--- config.mk ---
export PLATFORM = sky130hd
export DESIGN_NAME = axis_deframer
export DESIGN_NICKNAME = d
export VERILOG_FILES = /design/src/rtl/axis_deframer_pkg.sv /design/src/rtl/axis_deframer_oreg.sv /design/src/rtl/axis_deframer.sv
export SDC_FILE = /design/constraint.sdc
export NUM_CORES = 1
export LEC_CHECK = 0
export ABC_CLOCK_PERIOD_IN_PS = 2600
export BUFFER_PORTS_ARGS = -buffer_cell sky130_fd_sc_hd__buf_2
export CORE_ASPECT_RATIO = 0.6
export CORE_MARGIN = 3
export CORE_UTILIZATION = 57
export CTS_CLUSTER_SIZE = 40
export DETAILED_ROUTE_END_ITERATION = 7
export GPL_TIMING_DRIVEN = 0
export PLACE_DENSITY = 0.83
export SLEW_MARGIN = 10
export SYNTH_ARGS = -nofsm -noshare
export SYNTH_HDL_FRONTEND = slang
export SYNTH_HIERARCHICAL = 1
export SYNTH_SLANG_ARGS = --single-unit
--- constraint.sdc ---
create_clock -name aclk -period 2.6 [get_ports aclk]
set_clock_uncertainty 0.2 [all_clocks]
set_input_delay 0.52 -clock aclk [delete_from_list [all_inputs] [get_ports aclk]]
set_output_delay 0.52 -clock aclk [all_outputs]
set_load 0.05 [all_outputs]
--- src/rtl/axis_deframer_pkg.sv ---
// Shared constants for the byte-stream deframer: FSM state encodings,
// default delimiter bytes and the output beat layout.
package axis_deframer_pkg;

  localparam logic [1:0] HUNT    = 2'd0;
  localparam logic [1:0] DATA    = 2'd1;
  localparam logic [1:0] ESC     = 2'd2;
  localparam logic [1:0] DISCARD = 2'd3;

  localparam logic [7:0] DEF_START_BYTE  = 8'h7D;
  localparam logic [7:0] DEF_STOP_BYTE   = 8'h7E;
  localparam logic [7:0] DEF_ESCAPE_BYTE = 8'h7F;
  localparam int         DEF_MAX_LEN     = 1024;

  typedef struct packed {
    logic [7:0] data;
    logic       last;
    logic       user;
  } beat_t;

endpackage

--- src/rtl/axis_deframer_oreg.sv ---
// Single-stage AXI4-Stream output register. The upstream side may load a new
// beat whenever the register is empty or its current beat is being taken.
module axis_deframer_oreg
  import axis_deframer_pkg::*;
(
  input  logic       aclk,
  input  logic       areset,
  input  logic       load,
  input  beat_t      load_beat,
  output logic       load_ready,
  output logic       initiator_tvalid,
  input  logic       initiator_tready,
  output logic [7:0] initiator_tdata,
  output logic       initiator_tlast,
  output logic       initiator_tuser
);

  logic       valid_reg;
  logic [7:0] data_reg;
  logic       last_reg;
  logic       user_reg;

  always_ff @(posedge aclk) begin
    if (areset) begin
      valid_reg <= 1'b0;
      data_reg  <= 8'h00;
      last_reg  <= 1'b0;
      user_reg  <= 1'b0;
    end else if (load) begin
      valid_reg <= 1'b1;
      data_reg  <= load_beat.data;
      last_reg  <= load_beat.last;
      user_reg  <= load_beat.user;
    end else if (initiator_tready) begin
      valid_reg <= 1'b0;
      last_reg  <= 1'b0;
      user_reg  <= 1'b0;
    end
  end

  assign load_ready       = !valid_reg || initiator_tready;
  assign initiator_tvalid = valid_reg;
  assign initiator_tdata  = data_reg;
  assign initiator_tlast  = last_reg;
  assign initiator_tuser  = user_reg;

endmodule

--- src/rtl/axis_deframer.sv ---
// Byte-stream deframer: hunts for START, removes escapes, emits AXI4-Stream
// frames with tlast/tuser. Optional counters under AXIS_DEFRAMER_STATS_EN.
module axis_deframer
  import axis_deframer_pkg::*;
#(
  parameter logic [7:0] START_BYTE  = DEF_START_BYTE,
  parameter logic [7:0] STOP_BYTE   = DEF_STOP_BYTE,
  parameter logic [7:0] ESCAPE_BYTE = DEF_ESCAPE_BYTE,
  parameter int         MAX_LEN     = DEF_MAX_LEN
) (
  input  logic        aclk,
  input  logic        areset,
  input  logic        target_tvalid,
  output logic        target_tready,
  input  logic [7:0]  target_tdata,
  output logic        initiator_tvalid,
  input  logic        initiator_tready,
  output logic [7:0]  initiator_tdata,
  output logic        initiator_tlast,
  output logic        initiator_tuser
`ifdef AXIS_DEFRAMER_STATS_EN
  ,
  output logic [31:0] frame_cnt,
  output logic [31:0] err_cnt
`endif
);

  localparam int LEN_W = $clog2(MAX_LEN + 1);

  logic [1:0]       state_reg, state_next;
  logic [7:0]       hold_data_reg, hold_data_next;
  logic             hold_valid_reg, hold_valid_next;
  logic [LEN_W-1:0] len_reg, len_next;

  logic  accept;
  logic  take_payload;
  logic  emit;
  beat_t emit_beat;

  assign accept = target_tvalid && target_tready;

  always_comb begin
    state_next      = state_reg;
    hold_data_next  = hold_data_reg;
    hold_valid_next = hold_valid_reg;
    len_next        = len_reg;
    take_payload    = 1'b0;
    emit            = 1'b0;
    emit_beat       = '{data: hold_data_reg, last: 1'b0, user: 1'b0};

    if (accept) begin
      case (state_reg)
        HUNT: begin
          if (target_tdata == START_BYTE) begin
            state_next      = DATA;
            len_next        = '0;
            hold_valid_next = 1'b0;
          end
        end
        DATA: begin
          if (target_tdata == ESCAPE_BYTE) begin
            state_next = ESC;
          end else if (target_tdata == STOP_BYTE) begin
            emit            = hold_valid_reg;
            emit_beat.last  = 1'b1;
            hold_valid_next = 1'b0;
            state_next      = HUNT;
          end else if (target_tdata == START_BYTE) begin
            // A new START inside a frame aborts the partial frame and restarts.
            emit            = hold_valid_reg;
            emit_beat.last  = 1'b1;
            emit_beat.user  = 1'b1;
            hold_valid_next = 1'b0;
            len_next        = '0;
          end else begin
            take_payload = 1'b1;
          end
        end
        ESC: begin
          take_payload = 1'b1;
        end
        default: begin
          if (target_tdata == STOP_BYTE) begin
            state_next = HUNT;
          end else if (target_tdata == START_BYTE) begin
            state_next      = DATA;
            len_next        = '0;
            hold_valid_next = 1'b0;
          end
        end
      endcase
    end

    if (take_payload) begin
      if (len_reg == LEN_W'(MAX_LEN)) begin
        // Overlength: close the frame as aborted on the held byte, drop the rest.
        emit            = 1'b1;
        emit_beat.last  = 1'b1;
        emit_beat.user  = 1'b1;
        hold_valid_next = 1'b0;
        state_next      = DISCARD;
      end else begin
        emit            = hold_valid_reg;
        hold_data_next  = target_tdata;
        hold_valid_next = 1'b1;
        len_next        = len_reg + LEN_W'(1);
        state_next      = DATA;
      end
    end
  end

  always_ff @(posedge aclk) begin
    if (areset) begin
      state_reg      <= HUNT;
      hold_data_reg  <= 8'h00;
      hold_valid_reg <= 1'b0;
      len_reg        <= '0;
    end else begin
      state_reg      <= state_next;
      hold_data_reg  <= hold_data_next;
      hold_valid_reg <= hold_valid_next;
      len_reg        <= len_next;
    end
  end

  axis_deframer_oreg u_oreg (
    .aclk             (aclk),
    .areset           (areset),
    .load             (emit),
    .load_beat        (emit_beat),
    .load_ready       (target_tready),
    .initiator_tvalid (initiator_tvalid),
    .initiator_tready (initiator_tready),
    .initiator_tdata  (initiator_tdata),
    .initiator_tlast  (initiator_tlast),
    .initiator_tuser  (initiator_tuser)
  );

`ifdef AXIS_DEFRAMER_STATS_EN
  logic [31:0] frame_cnt_reg;
  logic [31:0] err_cnt_reg;

  always_ff @(posedge aclk) begin
    if (areset) begin
      frame_cnt_reg <= 32'd0;
      err_cnt_reg   <= 32'd0;
    end else if (initiator_tvalid && initiator_tready && initiator_tlast) begin
      if (initiator_tuser) err_cnt_reg <= err_cnt_reg + 32'd1;
      else                 frame_cnt_reg <= frame_cnt_reg + 32'd1;
    end
  end

  assign frame_cnt = frame_cnt_reg;
  assign err_cnt   = err_cnt_reg;
`endif

endmodule

* Yosys cells after proc, flatten, opt, wreduce, memory -nomap -nowiden *
Index checks and enable logic that the tools add are counted.

operators by class
  bitwise logic cells = 1
  $lt $le $gt $ge = 0
  reduce and logical (&&, ||, !) cells = 9
  add/subtract/negate cells = 1
  equal/unequal tests = 10
  divide/modulo/power cells = 0
  shifts and indexed selects = 0
  muxes and demuxes = 47
  multiply operators = 0

operator list
  operator               number
  $mux 11                6
  $pmux 11 s3            1
  $mux 2                 13
  $eq 8x7->1 const B     3
  $mux 1                 24
  $add 11x1->11 const B  1
  $eq 11x11->1 const B   1
  $pmux 2 s3             1
  $ne 4x2->1 const B     1
  $ne 4x4->1 const B     1
  $reduce_and 4->1       1
  $reduce_bool 2->1      2
  $ne 3x3->1 const B     1
  $pmux 1 s3             1
  $reduce_and 3->1       1
  $eq 2x1->1 const B     1
  $eq 2x2->1 const B     1
  $logic_not 2->1        1
  $ne 2x2->1 const B     1
  $pmux 1 s2             1
  $reduce_and 2->1       1
  $logic_and 1x1->1      1
  $logic_not 1->1        1
  $logic_or 1x1->1       1
  $not 1->1              1

storage, ports and cells
  word-level logic and storage cells = 76
  bits in read-only memories = 0
  output and inout bits = 12
  latch bits = 0
  bits in registers = 33
  memories kept = 0
  memory bits (writable) = 0
  bits of input ports = 12

* Logic depth before layout (Yosys ltp) *
Gate-level depths: netlist (run 1).

  depth in word-level cells = 9
  gate-level depth with buffers = 10
  depth with buffers taken out = 8

* Cells and area by module *
The synthesis (run 1) kept the hierarchy.

modules (own cells, without submodules)
  module              times used  sequential area each (sq um)  cells an instance  area each (sq um)
  axis_deframer       1           440.4                         177                1442.6
  axis_deframer_oreg  1           220.2                         38                 391.6

* Least setup slack after synthesis (run 1) *
Ideal clock, no wire load.

  path type = in2reg
  start = input port initiator_tready
  end = register u_oreg.data_reg[0] (netlist: u_oreg/initiator_tdata[0])
  slack = -0.134 ns
  path buffers = 1
  data arrival time = 2.407 ns
  library setup time = 0.128 ns
  stages = 8
  path through = nand2b_1 nand2_1 nor3_1 a31o_2 a22o_1 buf_4 mux2i_1 nor2_1

between the ends
  word-level cells in the longest chain between the ends = 4
  elaborated cells between the ends (all ways) = 5

ends and longest elaborated chain
  element                 line                      RTL
  start: declaration      axis_deframer.sv:17       input logic initiator_tready,
  $logic_or 1x1->1 *      axis_deframer_oreg.sv:41  assign load_ready = !valid_reg || initiator_tready;
  $logic_and 1x1->1 *     axis_deframer.sv:40       assign accept = target_tvalid && target_tready;
  $mux 1                  axis_deframer.sv:51       if (accept) begin
  $mux 1 *                axis_deframer.sv:94       if (take_payload) begin
  via emit                axis_deframer.sv:37       logic emit;
  end signal: assignment  axis_deframer_oreg.sv:31  data_reg <= load_beat.data;
  end: declaration        axis_deframer_oreg.sv:19  logic [7:0] data_reg;

Mark *: on every way through the listed nets, which the timed path passes. The rest lies on a longest branch.
A chain may end at the register's enable or synchronous reset.

* Final worst setup path (run 1) *
  start = register state_reg[0]
  end = register u_oreg.user_reg (netlist: u_oreg/initiator_tuser)

between the ends
  elaborated cells between the ends (all ways) = 13

RTL lines
  element                                      line                      RTL
  start: declaration                           axis_deframer.sv:30       logic [1:0] state_reg, state_next;
  start signal: assignment                     axis_deframer.sv:119      state_reg <= state_next;
  $eq 2x2->1 or $eq 2x1->1 (tied branches)     axis_deframer.sv:52       case (state_reg)
  $pmux 1 s2 or $mux 1 (tied branches)         axis_deframer.sv:52
  $mux 1                                       axis_deframer.sv:51
  $mux 1 *                                     axis_deframer.sv:94
  via emit                                     axis_deframer.sv:37
  $mux 1 or $reduce_bool 2->1 (tied branches)  -
  end signal: assignment                       axis_deframer_oreg.sv:33  user_reg <= load_beat.user;
  end: declaration                             axis_deframer_oreg.sv:21  logic user_reg;

Marked as above.

==> impl_metrics.py, run 1 <==
metrics = {
    "floorplan": {
        "pin_count": 24,
        "initial_core_util_pct": 61.9,
        "fp.dieH_um": 49.9,
        "fp.dieArea_um2": 3960,
        "die_w_um": 79.2,
        "core_area_um2": 2970,
        "rows": 15,
    },
    "critical_path": {
        "cp_slowest_cell": "dfxtp_1",
        "crit_buf_inv": 1,
        "startpoint_type": "flop",
        "worstPathArrival_ns": 2.51,
        "endpoint_kind": "flop",
        "r2r_end": "u_oreg/initiator_tuser",
        "rr_startpoint": "state_reg[0]",
        "crit_type": "reg -> reg",
        "cp_top_family": "compound AO/OA/AOI/OAI gates",
        "cpPeakStageDelay_ns": 0.41,
        "cp.required_ns": 2.62,
        "rrSetupSlack_ns": 0.12,
        "crit_chain": "inv_1 > ha_1 > o21ba_2 > a31oi_4 > a31o_2 > a22o_2 > or3b_1 > a21oi_1",
        "crit_fanout": 4,
        "rr_worst_depth": 8,
    },
    "yosys": {
        "syn_avg_cell_area_um2": 8.53,
        "seq_area_frac_synth_pct": 36.0,
        "synthesis.area_um2": 1830,
        "yosysMostFrequentCell": "dfxtp_1",
        "netlist_top_cells_count": "dfxtp_1 (33), a21oi_1 (16), nand3_1 (15), nor2_1 (15)",
        "synth_top_cell_by_area": "dfxtp_1",
        "synth_area_leaders": "dfxtp_1 (36%), a21oi_1 (4.4%), mux2i_1 (4.4%), ha_1 (4.1%), nand3_1 (4.1%)",
        "syn-num-nets": 233,
        "synth_flop_cell": "dfxtp_1",
        "synth_cells": 215,
        "ys_warn_count": 6,
        "synth_seq_cells": 33,
        "synthDistinctLibCells": 47,
        "synth_edf_count": 0,
        "synth_top_area_share_pct": 36.0,
        "async_flop_share_pct": 0,
    },
    "detailed_routing": {
        "drtIter0Drc": 169,
        "detail-route-antenna-nets": 0,
        "drt-pass1-iter-count": 4,
        "totalWireLength_um": 4620,
        "via_per_inst": 6.19,
        "vias": 1790,
        "post-route-drc-count": 0,
        "wl_per_cell_um": 16.0,
    },
    "finish": {
        "area_delta_synth_final_pct": 15.9,
        "multi_input_area_um2": 1090,
        "drive_gt1_share_pct": 21.5,
        "largest_reg_flops": 11,
        "regArea_um2": 662,
        "stdcell_count": 289,
        "nets": 264,
        "insertedDiodeCount": 0,
        "n_fill_cell": 243,
        "design_area_um2": 2130,
    },
    "timing": {
        "worstMarginPinSlew_ns": 0.478,
        "period_needed_ns": 2.48,
        "max_clock_freq_mhz": 403,
        "slew_headroom_pct": 67.9,
        "finalHoldViolCount": 0,
        "period_share_pct": 95.5,
        "setup_tns_ns": 0,
        "slew_viol_final": 0,
        "rsz0062_at_grt": "false",
        "setup_viol": 0,
    },
    "cts": {
        "root_buffer": "clkbuf_8",
        "numCtsBuffers": 5,
        "clockBufferDepth": 2,
        "cts.sinks": 33,
        "clock_latency_ns": 0.29,
        "cts_tree": "yes",
        "cts_max_level": 2,
        "hold_buffers": 0,
        "clk_pin_slew_ns": 0.07,
    },
    "power_and_ir_drop": {
        "p_clk_share_pct": 41.3,
        "seqPwrFrac_pct": 53.8,
        "power-per-cell-area_nw_per_um2": 441,
        "power.switching_w": 0.000232,
        "p_leak_nw": 0.777,
        "internal_power_w": 0.000706,
        "switching_share_pct": 24.7,
        "vdd_drop_max_mv": 0.318,
        "pwr-share-comb_pct": 4.9,
    },
    "global_routing": {
        "grt_pass1_vias": 1592,
        "gr-usage-met3_pct": 7.30,
        "antenna_found_initial": 0,
        "grt.total_usage_pct": 25.4,
        "grt_max_degree": 11,
        "grt_pass1_wl_um": 7700,
        "grt_busiest_layer": "met1",
        "grt.overflow.total": 0,
        "use_met2_pct": 33.0,
        "grt_use_met1_pct": 37.9,
    },
    "placed_design": {
        "dp.cells": 279,
        "numPortBuffers": 22,
        "postPlaceCellArea_um2": 2000,
        "hpwlAfterDp_um": 3350,
        "gp_congestion": 0.862,
    },
    "min_path": {
        "min_to": "hold_data_reg[5]",
        "min_path_cells": 2,
        "hold_class": "reg -> reg",
        "hp-start": "hold_data_reg[5]",
    },
    "job": {
        "maxCapViolCount": 0,
    },
    "outcome": {
        "status": "complete, no violations",
    },
}
[how the worst max path moves through the flow]
stage / to / cells past startpoint / slack, ns / startpoint
after floorplan: u_oreg/initiator_tlast / 7 / 0.11 / u_oreg/initiator_tvalid
after global placement: u_oreg/initiator_tdata[5] / 9 / -0.04 / initiator_tready
after detailed placement: u_oreg/initiator_tdata[5] / 9 / -0.06 / initiator_tready
after CTS: u_oreg/initiator_tdata[5] / 10 / 0.05 / state_reg[1]
after global routing: u_oreg/initiator_tuser / 8 / 0.008 / state_reg[0]
final: u_oreg/initiator_tuser / 8 / 0.12 / state_reg[0]
[tightest hold or removal path: cells and delay by family (launching register included)]
family	cells	cell delay, ns
flip-flops	1	0.32
AO/OA/AOI/OAI	2	0.13
[layout by cell type, fill, tap and decap left out, drive strengths merged, types with 8 or more instances in the layout]
| cell type | instances |
|---|---|
| nand2 | 10 |
| inv | 8 |
| mux2i | 8 |
| buf | 34 |
| clkbuf | 11 |
| dfxtp | 33 |
| nand2b | 10 |
| o21ai | 16 |
| nor2 | 15 |
| nand3 | 15 |
| a21oi | 16 |
[cell families (layout without fill, tap and decap cells)]
kind of cell | Yosys count | in the layout | share of synthesized area (%)
buffers and inverters | 23 | 55 | 6.00
AND/OR/NAND/NOR | 84 | 84 | 26.5
multiplexers | 8 | 8 | 4.37
adder cells (fa/ha/maj) | 6 | 6 | 4.09
AO/OA/AOI/OAI | 60 | 60 | 22.6
XOR/XNOR | 1 | 1 | 0.478
flip-flops | 33 | 33 | 36.0
[per-layer routing]
metal	wire (µm)	up-vias
li1	-	866
met1	2200	822
met2	1820	92
met3	505	10
met4	91	0
met5	0	-
[final cells by class]
| class | instances | share of cell area, % |
|---|---|---|
| tap | 42 | 2.47 |
| clock buffer | 6 | 3.41 |
| inverter | 8 | 1.41 |
| multi-input combinational | 159 | 51.1 |
| sequential | 33 | 31.1 |
| buffer | 15 | 4.06 |
| clock inverter | 2 | 0.471 |
| timing repair buffer | 24 | 5.89 |
[through the flow]
stage | util, % | hold WS (ns) | total power [W] | setup WS, ns
5_1_grt | 71.7 | 0.291 | 0.000970 | 0.00774
3_5_place_dp | 67.4 | 0.271 | 0.000559 | -0.0638
6_report | 71.7 | 0.288 | 0.000938 | 0.116
3_3_place_gp | 67.4 | 0.257 | 0.000560 | -0.0376
4_1_cts | 70.6 | 0.274 | 0.000936 | 0.0501
2_1_floorplan | - | 0.245 | 0.000540 | 0.108
[power groups by stage]
stage,combinational (W),clock [W],sequential [W]
after global placement,0.0000427,0,0.000517
after global routing,0.0000496,0.000416,0.000505
after detailed placement,0.0000426,0,0.000517
after floorplan,0.0000231,0,0.000517
after CTS,0.0000437,0.000387,0.000505
final,0.0000455,0.000387,0.000505
[timing repair]
action	4_1_cts	5_1_grt
endpoints found under the setup margin	7	9
cloned	0	0
resized for setup	2	5
setup buffers	0	2
Power figures use the tool's default switching activity.
==> inputs of run 2 (changes only) <==
--- a/config.mk
+++ b/config.mk
@@ -8,7 +8,7 @@
 export ABC_CLOCK_PERIOD_IN_PS = 2600
 export BUFFER_PORTS_ARGS = -buffer_cell sky130_fd_sc_hd__buf_2
 export CORE_ASPECT_RATIO = 0.6
-export CORE_MARGIN = 3
+export CORE_MARGIN = 10
 export CORE_UTILIZATION = 57
 export CTS_CLUSTER_SIZE = 40
 export DETAILED_ROUTE_END_ITERATION = 7
@@ -17,5 +17,4 @@
 export SLEW_MARGIN = 10
 export SYNTH_ARGS = -nofsm -noshare
 export SYNTH_HDL_FRONTEND = slang
-export SYNTH_HIERARCHICAL = 1
 export SYNTH_SLANG_ARGS = --single-unit
==> run 2 against run 1 <==
Compared with the run above: first-iteration DRC count shrank 10%; via count shrank 3.3%; sequential power is essentially flat; critical path depth is the same; non-clock buffer count shrank 4; register-to-register slack gained 0.17 ns; flip-flop and latch count is the same; synthesized area shrank 1.2%; global-route usage shrank 9.2 points; synthesized cell count grew 0.47%; final cell count shrank 1.4%; design area shrank 3.3%.
==> impl_metrics.py, run 2 <==
metrics = {
    "critical_path": {
        "crit_type": "reg -> reg",
        "crit_fanout": 19,
        "endpoint_kind": "flop",
        "startpoint_type": "flop",
        "rrSetupSlack_ns": 0.28,
        "worstPathArrival_ns": 2.29,
        "cp.required_ns": 2.57,
    },
    "yosys": {
        "ys_warn_count": 0,
        "synth_area_leaders": "dfxtp_1 (36%), a21oi_1 (5.0%), mux2i_1 (5.0%), nand3_1 (5.0%), nand2_1 (5.0%)",
        "synth_cells": 216,
        "seq_area_frac_synth_pct": 36.5,
        "synth_top_area_share_pct": 36.5,
        "netlist_top_cells_count": "dfxtp_1 (33), nand2_1 (24), a21oi_1 (18), nand3_1 (18), o21ai_0 (14)",
        "syn_avg_cell_area_um2": 8.39,
        "synth_edf_count": 0,
        "synthDistinctLibCells": 45,
        "synth_top_cell_by_area": "dfxtp_1",
        "syn-num-nets": 234,
        "async_flop_share_pct": 0,
        "synth_flop_cell": "dfxtp_1",
        "yosysMostFrequentCell": "dfxtp_1",
        "synth_seq_cells": 33,
        "synthesis.area_um2": 1810,
    },
    "floorplan": {
        "core_area_um2": 2950,
        "pin_count": 24,
        "rows": 15,
        "initial_core_util_pct": 61.5,
        "fp.dieH_um": 63.7,
        "fp.dieArea_um2": 5910,
        "die_w_um": 92.8,
    },
    "timing": {
        "max_clock_freq_mhz": 431,
        "period_needed_ns": 2.32,
        "finalHoldViolCount": 0,
        "slew_headroom_pct": 50.7,
        "setup_viol": 0,
        "slew_viol_final": 0,
        "postLayoutSetupSlackWorst_ns": 0.282,
        "rsz0062_at_grt": "false",
        "period_share_pct": 89.2,
        "setup_tns_ns": 0,
        "worstMarginPinSlew_ns": 0.740,
    },
    "detailed_routing": {
        "via_per_inst": 6.07,
        "post-route-drc-count": 0,
        "vias": 1731,
        "totalWireLength_um": 4660,
        "wl_per_cell_um": 16.3,
        "drtIter0Drc": 152,
        "drt-pass1-iter-count": 4,
        "detail-route-antenna-nets": 0,
    },
    "finish": {
        "drive_gt1_share_pct": 17.3,
        "n_fill_cell": 261,
        "mostFrequentLayoutCells": "dfxtp_1 (33), buf_2 (25), nand2_1 (24)",
        "design_area_um2": 2060,
        "nets": 261,
        "insertedDiodeCount": 0,
        "stdcell_count": 285,
        "layout.cells.most_common": "dfxtp_1",
        "area_delta_synth_final_pct": 13.5,
        "largest_reg_flops": 11,
    },
    "power_and_ir_drop": {
        "p_leak_nw": 0.762,
        "vdd_drop_max_mv": 0.359,
        "power-per-cell-area_nw_per_um2": 460,
    },
    "cts": {
        "clockBufferDepth": 2,
        "clk_pin_slew_ns": 0.07,
        "hold_buffers": 0,
        "postCtsSetupRepairBufs": 0,
        "numCtsBuffers": 5,
        "root_buffer": "clkbuf_8",
        "clock_latency_ns": 0.29,
        "cts.sinks": 33,
        "cts_tree": "yes",
        "cts_max_level": 2,
    },
    "placed_design": {
        "numPortBuffers": 21,
        "post-place-ws_ns": 0.0891,
        "hpwlAfterDp_um": 3450,
        "gp_congestion": 0.889,
        "dp.cells": 279,
        "postPlaceCellArea_um2": 1970,
    },
    "outcome": {
        "status": "complete, no violations",
    },
    "job": {
        "maxCapViolCount": 0,
    },
    "global_routing": {
        "gr-usage-met3_pct": 5.32,
        "grt.overflow.total": 0,
        "grt_pass1_vias": 1635,
        "grt_max_degree": 11,
        "grt.total_usage_pct": 16.2,
        "use_met2_pct": 23.2,
        "grt_pass1_wl_um": 7840,
        "antenna_found_initial": 0,
        "grt_busiest_layer": "met2",
        "grt_use_met1_pct": 22.3,
    },
    "min_path": {
        "hold_class": "reg -> reg",
    },
}
[run 2: cell count changes in the layout (fill, tap and decap cells not counted), sizes merged, moves of 4 or more]
| cell | previous run | this run |
|---|---|---|
| nand2 | 10 | 24 |
| nor2 | 15 | 6 |
| nand2b | 10 | 4 |
| nor2b | 7 | 1 |
| or3 | 0 | 6 |
| buf | 34 | 30 |
| or4 | 1 | 5 |
[run 2: what timing repair did]
| item | 4_1_cts | 5_1_grt |
|---|---|---|
| setup endpoints to repair | 0 | 1 |
| endpoints found under the hold margin | 0 | 0 |
| resized for setup | 0 | 0 |
[run 2: area by class of cell]
class	count	area, µm²	area share [%]
clock inverter	1	7.51	0.365
multi-input combinational	159	1030	50.1
buffer	14	83.8	4.08
sequential	33	661	32.1
inverter	9	33.8	1.64
timing repair buffer	21	105	5.11
clock buffer	6	82.6	4.02
tap	42	52.6	2.56
[run 2: critical path: stages (launching register included)]
cell and delay (ns):
dfxtp_1 0.35, inv_1 0.08, ha_1 0.15, nor4b_1 0.34, and4_1 0.23, buf_2 0.31, nor2_1 0.09, a22oi_2 0.30
o21ai_0 0.14
[run 2: where the power goes]
group,switching (W),internal (W),leakage (nW)
logic,0.0000299,0.0000151,0.453
clock network,0.000187,0.000209,0.0433
registers,0.0000000268,0.000505,0.266
total,0.000217,0.000729,0.762
[run 2: metrics by stage]
step | total power, W | utilization [%] | hold slack, ns
2_1_floorplan | 0.000542 | - | 0.231
3_3_place_gp | 0.000560 | 66.8 | 0.243
3_5_place_dp | 0.000561 | 66.8 | 0.244
4_1_cts | 0.000951 | 69.9 | 0.259
5_1_grt | 0.000978 | 69.8 | 0.292
6_report | 0.000946 | 69.8 | 0.255
[run 2: routing by layer]
metal  up-vias  wire (µm)
li1        847          -
met1       800       2230
met2        77       1940
met3         7        440
met4         0         48
met5         -          0
[run 2: cells by family (layout without fill, tap and decap cells)]
group | count (synthesis) | in the layout | synth area share, %
fa+ha+maj | 6 | 6 | 4.14
xor+xnor | 1 | 1 | 0.484
compound gates | 57 | 57 | 20.2
buf+inv | 24 | 51 | 6.70
mux | 10 | 10 | 5.59
simple gates | 85 | 85 | 26.5
flops | 33 | 33 | 36.5
[run 2: final timing paths]
kind	startpoint	to	depth (start not counted)
worst max register to register	len_reg[0]	len_reg[7]	8
worst min-delay path	hold_data_reg[3]	u_oreg.initiator_tdata[3]	2
worst min register to register	hold_data_reg[3]	u_oreg.initiator_tdata[3]	2
worst max-delay path	len_reg[0]	len_reg[7]	8
==> inputs of run 3 (changes only) <==
--- a/config.mk
+++ b/config.mk
@@ -5,15 +5,15 @@
 export SDC_FILE = /design/constraint.sdc
 export NUM_CORES = 1
 export LEC_CHECK = 0
-export ABC_CLOCK_PERIOD_IN_PS = 2600
+export ABC_CLOCK_PERIOD_IN_PS = 3000
 export BUFFER_PORTS_ARGS = -buffer_cell sky130_fd_sc_hd__buf_2
 export CORE_ASPECT_RATIO = 0.6
 export CORE_MARGIN = 10
-export CORE_UTILIZATION = 57
+export CORE_UTILIZATION = 60
 export CTS_CLUSTER_SIZE = 40
 export DETAILED_ROUTE_END_ITERATION = 7
 export GPL_TIMING_DRIVEN = 0
-export PLACE_DENSITY = 0.83
+export PLACE_DENSITY = 0.87
 export SLEW_MARGIN = 10
 export SYNTH_ARGS = -nofsm -noshare
 export SYNTH_HDL_FRONTEND = slang
==> constraint.sdc (replaced) <==
create_clock -name aclk -period 3 [get_ports aclk]
set_clock_uncertainty 0.2 [all_clocks]
set_input_delay 0.6 -clock aclk [delete_from_list [all_inputs] [get_ports aclk]]
set_output_delay 0.6 -clock aclk [all_outputs]
set_load 0.05 [all_outputs]
==> run 3 against run 2 <==
Compared with the run above: sequential power fell by 13%; die area is 3.7% lower; critical path type unchanged; clock power is 11% higher; first-iteration DRC count is 15% higher; power down 3.3%; non-clock buffer count grew 1; setup slack better by 0.30 ns; register-to-register slack gained 0.30 ns; largest power group unchanged; final cell count rose by 0.70%; combinational power shrank 14%; largest cell class unchanged; critical path depth unchanged; critical endpoint is now hold_data_reg[1]; hold slack is essentially flat.
==> impl_metrics.py, run 3 (same netlist as run 2, synthesis figures left out) <==
metrics = {
    "outcome": {
        "status": "complete, no violations",
    },
    "placed_design": {
        "hpwlAfterDp_um": 3370,
        "post-place-ws_ns": 0.422,
        "gp_congestion": 0.903,
        "numPortBuffers": 21,
    },
    "timing": {
        "worstMarginPinSlew_ns": 0.730,
        "timing.hold.ws_ns": 0.255,
        "period_needed_ns": 2.42,
        "period_share_pct": 80.7,
        "max_clock_freq_mhz": 413,
        "rsz0062_at_grt": "false",
        "setup_tns_ns": 0,
        "slew_viol_final": 0,
        "slew_headroom_pct": 51.3,
        "setup_viol": 0,
        "finalHoldViolCount": 0,
        "postLayoutSetupSlackWorst_ns": 0.580,
    },
    "finish": {
        "largest_reg_flops": 11,
        "drive_gt1_share_pct": 17.1,
        "mostFrequentLayoutCells": "dfxtp_1 (33), buf_2 (25), nand2_1 (24)",
        "area_delta_synth_final_pct": 15.1,
        "nets": 262,
        "layout.cells.most_common": "dfxtp_1",
        "insertedDiodeCount": 0,
    },
    "floorplan": {
        "die_w_um": 90.9,
        "initial_core_util_pct": 63.1,
        "fp.dieH_um": 62.6,
        "core_area_um2": 2870,
        "rows": 15,
        "fp.dieArea_um2": 5690,
        "pin_count": 24,
    },
    "global_routing": {
        "grt.total_usage_pct": 16.8,
        "grt_pass1_vias": 1662,
        "antenna_found_initial": 0,
        "grt_pass1_wl_um": 7990,
        "grt_max_degree": 11,
        "grt.overflow.total": 0,
    },
    "power_and_ir_drop": {
        "power-per-cell-area_nw_per_um2": 439,
        "p_leak_nw": 0.779,
        "power.total_w": 0.000915,
        "vdd_drop_max_mv": 0.297,
    },
    "critical_path": {
        "cp.required_ns": 3.01,
        "endpoint_kind": "flop",
        "cp_slowest_cell": "dfxtp_1",
        "cpPeakStageDelay_ns": 0.39,
        "worstPathArrival_ns": 2.43,
        "crit_chain": "inv_1 > ha_1 > and4_1 > a41o_1 > buf_6 > buf_1 > nand3_1 > a21oi_1",
        "startpoint_type": "flop",
        "crit_type": "reg -> reg",
        "crit_fanout": 10,
    },
    "cts": {
        "cts_max_level": 2,
        "cts_tree": "yes",
        "postCtsSetupRepairBufs": 0,
        "cts_resized": 0,
        "clock_latency_ns": 0.29,
        "cts.sinks": 33,
        "numCtsBuffers": 5,
        "clockBufferDepth": 2,
        "root_buffer": "clkbuf_8",
        "clk_pin_slew_ns": 0.07,
        "hold_buffers": 0,
    },
    "min_path": {
        "hold_class": "reg -> reg",
    },
    "detailed_routing": {
        "detail-route-antenna-nets": 0,
        "totalWireLength_um": 4730,
        "vias": 1797,
        "drtIter0Drc": 175,
        "post-route-drc-count": 0,
        "drt-pass1-iter-count": 4,
        "wl_per_cell_um": 16.5,
        "via_per_inst": 6.26,
    },
    "job": {
        "maxCapViolCount": 0,
    },
}
## run 3: layout make-up
class	instances	area [µm²]
multi-input cells	159	1030
clock buffers	7	86.3
repair buffers	21	105
fillers	225	786
well taps	42	52.6
inverters	9	33.8
flip-flops and latches	33	661
plain buffers	15	87.6
clock inverters	1	30.0
## run 3: final timing paths
kind,from,end,slack [ns],depth (start not counted)
worst min-delay path,hold_data_reg[1],u_oreg.initiator_tdata[1],0.26,2
worst max-delay path,state_reg[0],hold_data_reg[1],0.58,8
worst max register to register,state_reg[0],hold_data_reg[1],0.58,8
worst min register to register,hold_data_reg[1],u_oreg.initiator_tdata[1],0.26,2
## run 3: metrics by stage
stage	cells	util (%)	cell area (µm²)
6_report	287	72.6	2090
5_1_grt	287	72.6	2090
4_1_cts	287	72.6	2090
3_5_place_dp	279	68.6	1970
3_3_place_gp	279	68.6	1970
2_1_floorplan	216	-	1810
## run 3: critical path, delay by kind of cell (launching register included)
family,cells,cell delay (ns)
flops,1,0.39
buf+inv,3,0.61
compound gates,2,0.33
fa+ha+maj,1,0.35
simple gates,2,0.45
## run 3: layer usage
layer | GRT usage [%] | wire [µm] | up-vias
met5 | 0 | 0 | -
li1 | - | - | 853
met3 | 6.35 | 483 | 16
met1 | 22.0 | 2170 | 827
met2 | 24.3 | 1960 | 101
met4 | 6.23 | 116 | 0
## run 3: report_power, final
part | total (W) | switching, W | internal (W)
Clock | 0.000438 | 0.000168 | 0.000271
Combinational | 0.0000388 | 0.0000258 | 0.0000131
Sequential | 0.000438 | 0.0000000244 | 0.000438
Total | 0.000915 | 0.000193 | 0.000722
